==> src/rtl/rr_port_arbiter4.sv <==
// rr_port_arbiter4: four-lane round-robin arbiter sharing one downstream output port.
//
// Both sides use a level-sensitive four-phase req/ack handshake. A grant is issued
// only from IDLE. The lane is chosen from in_req & en_mask, searching upward from the
// priority pointer. The granted lane's data is latched into out_data and held for the
// whole transaction. After the transaction the pointer moves to the lane after the one
// just served, so a lane that keeps requesting waits for at most three other grants.
//
// Ports:
//   clk, rst           clock and synchronous active-high reset
//   in_req[3:0]        per-lane request
//   in_data[4*n-1:0]   lane i data in bits [i*n +: n]
//   in_ack[3:0]        per-lane acknowledge; only the granted lane's bit can be set
//   en_mask[3:0]       lane enable, sampled only when choosing a grant
//   out_req, out_ack   downstream handshake
//   out_data[n-1:0]    registered data of the granted lane
//   grant_idx[1:0]     lane currently or most recently granted
//   busy               FSM is not idle
//   stall              wait on out_ack has lasted TIMEOUT cycles (status only)
module rr_port_arbiter4 #(
    parameter int unsigned n       = 32,
    parameter int unsigned TIMEOUT = 255
) (
    input  logic           clk,
    input  logic           rst,
    input  logic [3:0]     in_req,
    input  logic [4*n-1:0] in_data,
    output logic [3:0]     in_ack,
    input  logic [3:0]     en_mask,
    output logic           out_req,
    output logic [n-1:0]   out_data,
    input  logic           out_ack,
    output logic [1:0]     grant_idx,
    output logic           busy,
    output logic           stall
);

    typedef enum logic [1:0] {StIdle, StReq, StAcked, StRel} state_e;

    state_e      state_q;
    logic [1:0]  ptr_q;
    logic [15:0] cnt_q;
    logic [15:0] cnt_inc;
    logic [3:0]  elig;
    logic        sel_valid;
    logic [1:0]  sel_idx;
    logic [1:0]  cand;

    assign elig    = in_req & en_mask;
    assign cnt_inc = (cnt_q == 16'hFFFF) ? cnt_q : cnt_q + 16'd1;
    assign busy    = (state_q != StIdle);
    assign stall   = (cnt_q >= 16'(TIMEOUT));

    // Scan from the farthest candidate back toward ptr so the nearest hit wins.
    always_comb begin
        sel_valid = 1'b0;
        sel_idx   = ptr_q;
        cand      = ptr_q;
        for (int k = 3; k >= 0; k--) begin
            cand = ptr_q + 2'(k);
            if (elig[cand]) begin
                sel_valid = 1'b1;
                sel_idx   = cand;
            end
        end
    end

    always_ff @(posedge clk) begin
        if (rst) begin
            state_q   <= StIdle;
            ptr_q     <= 2'd0;
            cnt_q     <= 16'd0;
            in_ack    <= 4'd0;
            out_req   <= 1'b0;
            out_data  <= '0;
            grant_idx <= 2'd0;
        end else begin
            unique case (state_q)
                StIdle: begin
                    if (sel_valid) begin
                        grant_idx <= sel_idx;
                        out_data  <= in_data[sel_idx*n +: n];
                        out_req   <= 1'b1;
                        cnt_q     <= 16'd0;
                        state_q   <= StReq;
                    end
                end
                StReq: begin
                    if (out_ack) begin
                        in_ack[grant_idx] <= 1'b1;
                        cnt_q             <= 16'd0;
                        state_q           <= StAcked;
                    end else begin
                        cnt_q <= cnt_inc;
                    end
                end
                StAcked: begin
                    // If the lane already dropped its request early, this exits at once.
                    if (!in_req[grant_idx]) begin
                        out_req <= 1'b0;
                        cnt_q   <= 16'd0;
                        state_q <= StRel;
                    end
                end
                StRel: begin
                    if (!out_ack) begin
                        in_ack[grant_idx] <= 1'b0;
                        ptr_q             <= grant_idx + 2'd1;
                        cnt_q             <= 16'd0;
                        state_q           <= StIdle;
                    end else begin
                        cnt_q <= cnt_inc;
                    end
                end
                default: begin
                    state_q <= StIdle;
                end
            endcase
        end
    end

endmodule

==> config.mk <==
export PLATFORM = sky130hd
export DESIGN_NAME = rr_port_arbiter4
export DESIGN_NICKNAME = d
export VERILOG_FILES = /design/src/rtl/rr_port_arbiter4.sv
export SDC_FILE = /design/constraint.sdc
export NUM_CORES = 1
export LEC_CHECK = 0
export ABC_AREA = 1
export BUFFER_PORTS_ARGS = -buffer_cell sky130_fd_sc_hd__buf_2
export CORE_UTILIZATION = 36
export CTS_BUF_LIST = sky130_fd_sc_hd__clkbuf_4 sky130_fd_sc_hd__clkbuf_8
export CTS_CLUSTER_DIAMETER = 40
export CTS_CLUSTER_SIZE = 30
export DETAILED_ROUTE_END_ITERATION = 10
export PLACE_DENSITY_LB_ADDON = 0.2
export SLEW_MARGIN = 20
export SYNTH_ARGS = -nofsm -noshare
export SYNTH_HDL_FRONTEND = slang
export SYNTH_SLANG_ARGS = --single-unit
==> constraint.sdc <==
create_clock -name clk -period 1.95 [get_ports clk]
set_clock_uncertainty 0.1 [all_clocks]
set_input_delay 0.39 -clock clk [delete_from_list [all_inputs] [get_ports clk]]
set_output_delay 0.39 -clock clk [all_outputs]
set_load 0.01 [all_outputs]
==> results.py, run 1 <==
metrics = {
    "power": {
        "p_comb_frac": 0.610,
        "pwr-share-seq": 0.227,
        "ir_worst_vdd_uv": 558,
        "p_sw_frac": 0.441,
        "total_leakage_power_nw": 3.06,
        "internal-power_mw": 4.49,
        "switchingPower_mw": 3.55,
        "clkPwrFrac": 0.163,
        "powerDensity_mw_per_mm2": 1270,
    },
    "clock_network": {
        "cts_max_level": 3,
        "clk_pin_slew_ns": 0.07,
        "cts_tree": "yes",
        "cts_sinks": 59,
        "clk_latency_ns": 0.33,
        "cts_root_buffer": "clkbuf_8",
        "clockBufferDepth": 2,
        "numCtsBuffers": 9,
    },
    "critical_path": {
        "cp.arrival_ns": 2.13,
        "end_kind": "flip-flop",
        "cp_cell_sequence": "buf_8 -> nand2_4 -> nand2_8 -> nor2_4 -> nor2_4 -> nand2_4 -> nand3_4 -> nand2_8 -> nand2_8 -> clkbuf_16 -> nand2_2 -> nand3_2 -> nand2_2 -> a21oi_2",
        "startpoint_type": "flip-flop",
        "rr_worst_depth": 14,
        "ff2ff_setup_slack_ns": -0.06,
        "r2r-end": "out_data[9]$_SDFFE_PP0P_",
        "cp_slowest_cell": "dfxtp_4",
        "r2r_start": "ptr_q[0]$_SDFFE_PP0P_",
        "crit_path_max_fanout": 6,
        "critPathTopFamily": "simple AND/OR/NAND/NOR gates",
        "crit_type": "reg -> reg",
        "crit_buf_inv": 2,
        "required_ns": 2.07,
        "cpMostUsedCell": "nand2_8",
        "slowest_delay_ns": 0.38,
    },
    "routing": {
        "vias_per_cell": 5.29,
        "wire_per_inst_um": 15.3,
        "dr.pass1.iters": 5,
        "num_vias": 5255,
        "drtIter0Drc": 282,
        "detail-route-antenna-nets": 0,
        "drc": 0,
        "wl_um": 15200,
    },
    "cells_and_area": {
        "post-route-util": 0.581,
        "drive_gt1_frac": 0.436,
        "n_antenna_cell": 0,
        "nNetsFinal": 997,
        "area_delta_synth_final_pct": 56.9,
    },
    "place": {
        "pre_cts_ws_ns": -0.122,
        "dp_hpwl_um": 10500,
        "gp_congestion": 0.879,
        "port_buffers": 179,
    },
    "global_routing": {
        "grtUsageTotal": 0.247,
        "grt_start_max_net_pins": 36,
        "grt_overflow_total": 0,
        "grt_pass1_vias": 4934,
        "grt_pass1_wl_um": 22700,
        "grt_antenna_before_repair": 0,
    },
    "timing": {
        "rsz0062_at_grt": "yes",
        "finalSetupViolCount": 30,
        "maxSlewHeadroom": 0.681,
        "max_freq_mhz": 498,
        "worst_pin_slew_ns": 0.477,
        "drv_slew": 0,
        "period_share": 1.03,
        "final_hold_viol_count": 0,
        "setup_ws_ns": -0.0569,
        "final.min_clock_period_ns": 2.01,
    },
    "status": {
        "status": "finished, violations left",
        "violations": "negative setup slack",
    },
    "synthesis": {
        "avgSynthCellArea_sq_um": 6.28,
        "synth_top_area_share": 0.293,
        "synthArstFlopShare": 0,
        "synth_area_sq_mm": 0.00403,
        "synth_common_cells": "nand2_1 (175), nand3_1 (155), dfxtp_1 (59)",
        "synth.most_common_cell": "nand2_1",
        "synth_top_cell_by_area": "dfxtp_1",
        "ys_seq_area_frac": 0.293,
        "yosys-top-cells-area": "dfxtp_1 (29%), nand3_1 (19%), nand2_1 (16%), a21oi_1 (6.7%), o21ai_0 (5.6%)",
        "yosys_warnings": 0,
        "synth_flop_cell": "dfxtp_1",
        "synth.distinct_cells": 29,
        "synth_edf_count": 0,
        "synthesis.nets": 791,
        "synth.ff_latch_count": 59,
        "synthCells": 642,
    },
    "floorplanning": {
        "die_y_um": 108,
        "row_count": 38,
        "coreArea_sq_mm": 0.0109,
        "die_area_sq_mm": 0.0116,
        "start_util": 0.370,
        "design.portCount": 180,
        "die_x_um": 108,
    },
    "min_path": {
        "hold_class": "in -> reg",
        "hp-start": "rst",
        "whs_path_depth": 2,
    },
    "run": {
        "max_cap_viol_count": 0,
    },
}
## worst max-delay path by stage
| stage | to | from | slack (ns) | cells after the start |
|---|---|---|---|---|
| 3_5_place_dp | out_data[24]$_SDFFE_PP0P_ | in_req[0] | -0.12 | 14 |
| 6_report | out_data[9]$_SDFFE_PP0P_ | ptr_q[0]$_SDFFE_PP0P_ | -0.06 | 14 |
| 3_3_place_gp | out_data[24]$_SDFFE_PP0P_ | ptr_q[0]$_SDFFE_PP0P_ | -0.17 | 11 |
| 4_1_cts | out_data[13]$_SDFFE_PP0P_ | ptr_q[0]$_SDFFE_PP0P_ | 0.0003 | 14 |
| 5_1_grt | out_data[9]$_SDFFE_PP0P_ | ptr_q[0]$_SDFFE_PP0P_ | -0.15 | 13 |
| 2_1_floorplan | flip-flop | state_q[1]$_SDFFE_PP0P_ | 0.15 | 10 |
## cells in the final DEF (no fill, tap or decap), types with 21 or more instances in the layout
cell     netlist  layout
nand2_1      175     138
nand3_2        1      23
dfxtp_1       59      51
nand3_1      155     131
o21ai_0       45      43
a21oi_1       54      36
nor2_1        25      21
buf_2         24     179
nand2_2        7      32
inv_1         23      22
buf_4          6      31
## logic make-up (layout without fill, tap and decap cells)
kind of cell,after synthesis,count (layout),synth area share
AND/OR/NAND/NOR,390,390,0.447
flip-flops,59,59,0.293
AO/OA/AOI/OAI,103,103,0.128
adder cells (fa/ha/maj),10,10,0.0310
buffers and inverters,69,280,0.0773
XOR/XNOR,11,11,0.0239
## registers in the layout, indices dropped and copies added (netlist names), named ones only
signal and count:
out_req 1, out_data 32, ptr_q 2, cnt_q 16
state_q 2, grant_idx 2
## power groups by stage
stage,sequential (mW),combinational [mW],clock [mW]
floorplan,1.98,2.19,0
global placement,1.84,3.88,0
detailed placement,1.83,3.93,0
CTS,1.82,4.22,1.33
global route,1.88,5.32,1.40
finish,1.83,4.90,1.31
## layout make-up
class	instances	area, sq um
Timing Repair Buffer	235	1600
Clock inverter	4	72.6
Inverter	29	124
Multi-Input combinational cell	514	3000
Sequential cell	59	1200
Tap cell	140	175
Clock buffer	12	159
Fill cell	1014	4560
## per-layer routing
layer,GRT usage,up-vias,share of wire
li1,-,2578,-
met1,0.302,2426,0.42
met2,0.432,221,0.50
met3,0.0406,30,0.062
met4,0.0890,0,0.022
met5,0,-,0
## worst reg2reg max path, cell delays in order (launching register included)
cell       delay (ns)
dfxtp_4          0.38
buf_8            0.14
nand2_4          0.09
nand2_8          0.07
nor2_4           0.13
nor2_4           0.05
nand2_4          0.11
nand3_4          0.14
nand2_8          0.13
nand2_8          0.10
clkbuf_16        0.19
nand2_2          0.06
nand3_2          0.07
nand2_2          0.07
a21oi_2          0.05
## repair_timing
action	CTS	global route
setup endpoints to repair	48	55
hold buffers	0	0
gates resized for setup	44	98
cloned	2	5
pin swaps	12	48
buffers inserted	3	5
## metrics by stage
stage	area (sq um)	hold slack (ns)	setup TNS (ns)	total power, mW	instances
after floorplan	4030	0.358	0	4.17	642
after global placement	5350	0.343	-2.69	5.71	963
after detailed placement	5350	0.356	-2.16	5.77	963
after CTS	5830	0.291	0	7.38	984
after global routing	6320	0.303	-5.27	8.59	993
final	6320	0.302	-0.747	8.04	993
Note: power is estimated with default switching activity, not from simulation.
==> inputs of run 2 (changes only) <==
--- a/config.mk
+++ b/config.mk
@@ -7,7 +7,9 @@
 export LEC_CHECK = 0
 export ABC_AREA = 1
 export BUFFER_PORTS_ARGS = -buffer_cell sky130_fd_sc_hd__buf_2
-export CORE_UTILIZATION = 36
+export CELL_PAD_IN_SITES_DETAIL_PLACEMENT = 0
+export CELL_PAD_IN_SITES_GLOBAL_PLACEMENT = 1
+export CORE_UTILIZATION = 32
 export CTS_BUF_LIST = sky130_fd_sc_hd__clkbuf_4 sky130_fd_sc_hd__clkbuf_8
 export CTS_CLUSTER_DIAMETER = 40
 export CTS_CLUSTER_SIZE = 30
==> run 2 against run 1 <==
Against the previous run:
- the run still ends with negative setup slack left
- die area rose by 12%
- total power fell by 5.5%
- worst hold slack got worse by 0.0076 ns
- flip-flop and latch count did not move
- non-clock buffer count did not move
- count of clock-buffer cells in the layout rose by 1
- highest routed layer unchanged
==> results.py, run 2 (synthesis gave the netlist of run 1 again) <==
metrics = {
    "cells_and_area": {
        "multi_input_area_sq_mm": 0.00281,
        "most-common-layout-cells": "buf_2 (179), nand2_1 (162), nand3_1 (147)",
        "nFillCells": 1252,
        "top_register": "out_data",
        "top_regs": "out_data x32, cnt_q x16",
        "design_area_sq_mm": 0.00609,
        "n_antenna_cell": 0,
        "drive_gt1_frac": 0.369,
        "largest_reg_flops": 32,
        "fin_cells": 1022,
        "area_delta_synth_final_pct": 51.1,
        "final_common_cell": "buf_2",
        "final-seq-area_sq_mm": 0.00119,
        "nNetsFinal": 998,
    },
    "routing": {
        "drtIter0Drc": 262,
        "num_vias": 5262,
        "detail-route-antenna-nets": 0,
        "wl_um": 16500,
        "vias_per_cell": 5.15,
        "drc": 0,
        "dr.pass1.iters": 5,
        "wire_per_inst_um": 16.2,
    },
    "timing": {
        "worst_pin_slew_ns": 0.316,
        "fin_setup_tns_ns": -2.04,
        "final.min_clock_period_ns": 2.04,
        "finalSetupViolCount": 32,
        "period_share": 1.05,
        "maxSlewHeadroom": 0.789,
        "max_freq_mhz": 489,
        "rsz0062_at_grt": "yes",
        "final_hold_viol_count": 0,
        "drv_slew": 0,
        "setup_ws_ns": -0.0933,
    },
    "place": {
        "port_buffers": 179,
        "placed_cells": 989,
        "gp_congestion": 0.862,
        "place_area_sq_mm": 0.00532,
        "dp_hpwl_um": 10800,
    },
    "floorplanning": {
        "start_util": 0.331,
        "design.portCount": 180,
        "die_area_sq_mm": 0.0131,
        "die_x_um": 114,
        "die_y_um": 114,
        "coreArea_sq_mm": 0.0122,
        "row_count": 40,
    },
    "critical_path": {
        "startpoint_type": "flip-flop",
        "crit_buf_inv": 2,
        "cp.arrival_ns": 2.22,
        "cp_cell_sequence": "buf_6 -> nand2_4 -> nand2_4 -> nor2_4 -> nor2_4 -> nand2_4 -> nand3_4 -> nand2_8 -> nand2_8 -> buf_12 -> nand2_1 -> nand3_1 -> nand2_1 -> a21oi_1",
        "crit_path_max_fanout": 6,
        "cpMostUsedCell": "nand2_4",
        "crit_type": "reg -> reg",
        "cp_slowest_cell": "dfxtp_4",
        "slowest_delay_ns": 0.39,
        "critPathTopFamily": "simple AND/OR/NAND/NOR gates",
        "required_ns": 2.13,
        "end_kind": "flip-flop",
    },
    "global_routing": {
        "grt_start_max_net_pins": 34,
        "grt_antenna_before_repair": 0,
        "grt_pass1_wl_um": 23200,
        "grt_overflow_total": 0,
        "grt_pass1_vias": 4912,
        "grtUsageTotal": 0.226,
    },
    "clock_network": {
        "cts_sinks": 59,
        "numCtsBuffers": 9,
        "clk_latency_ns": 0.35,
        "clockBufferDepth": 2,
        "cts_tree": "yes",
        "cts_root_buffer": "clkbuf_8",
        "cts_max_level": 3,
        "cts_hold_buf": 0,
        "clk_pin_slew_ns": 0.07,
    },
    "min_path": {
        "hold_class": "in -> reg",
    },
    "status": {
        "status": "finished, violations left",
        "violations": "negative setup slack",
    },
    "power": {
        "fin_total_pwr_mw": 7.60,
        "powerDensity_mw_per_mm2": 1250,
        "ir_worst_vdd_uv": 604,
        "total_leakage_power_nw": 3.01,
    },
    "run": {
        "max_cap_viol_count": 0,
    },
}
run 2: worst paths after layout:
check	start	to	slack [ns]	cells past startpoint
hold / removal	rst	cnt_q[13]$_SDFFE_PP0P_	0.29	2
hold reg to reg	cnt_q[3]$_SDFFE_PP0P_	cnt_q[3]$_SDFFE_PP0P_	0.36	1
setup reg to reg	ptr_q[0]$_SDFFE_PP0P_	out_data[31]$_SDFFE_PP0P_	-0.09	14
setup / recovery	ptr_q[0]$_SDFFE_PP0P_	out_data[31]$_SDFFE_PP0P_	-0.09	14
run 2: stage by stage:
stage                     worst slack, ns  utilization  hold WS (ns)
final                             -0.0933        0.501         0.295
after global routing               -0.184        0.501         0.305
after detailed placement           -0.141        0.438         0.359
after CTS                         -0.0235        0.457         0.288
after floorplan                     0.147            -         0.358
after global placement            -0.0964        0.438         0.345
run 2: metal layers:
metal | up-vias | wire (um) | GRT usage
met2 | 209 | 7980 | 0.374
met1 | 2431 | 6820 | 0.275
met5 | - | 0 | 0
met4 | 0 | 550 | 0.0987
met3 | 40 | 1180 | 0.0614
li1 | 2582 | - | -
run 2: area by class of cell:
class,instances,share of cell area
multi-input combinational,515,0.461
sequential,59,0.195
inverter,29,0.0193
clock inverter,3,0.00246
timing repair buffer,235,0.262
tap,168,0.0345
clock buffer,13,0.0253
run 2: where the power goes:
part | internal, mW | switching, mW
combinational | 1.99 | 2.77
clock | 0.512 | 0.483
sequential | 1.60 | 0.243
run 2: what timing repair did:
| action | 4_1_cts | 5_1_grt |
|---|---|---|
| setup buffers | 0 | 6 |
| hold endpoints to repair | 0 | 0 |
| gates resized for setup | 14 | 61 |
| cloned | 1 | 10 |
| pin swaps | 0 | 20 |
| setup endpoints to repair | 52 | 56 |
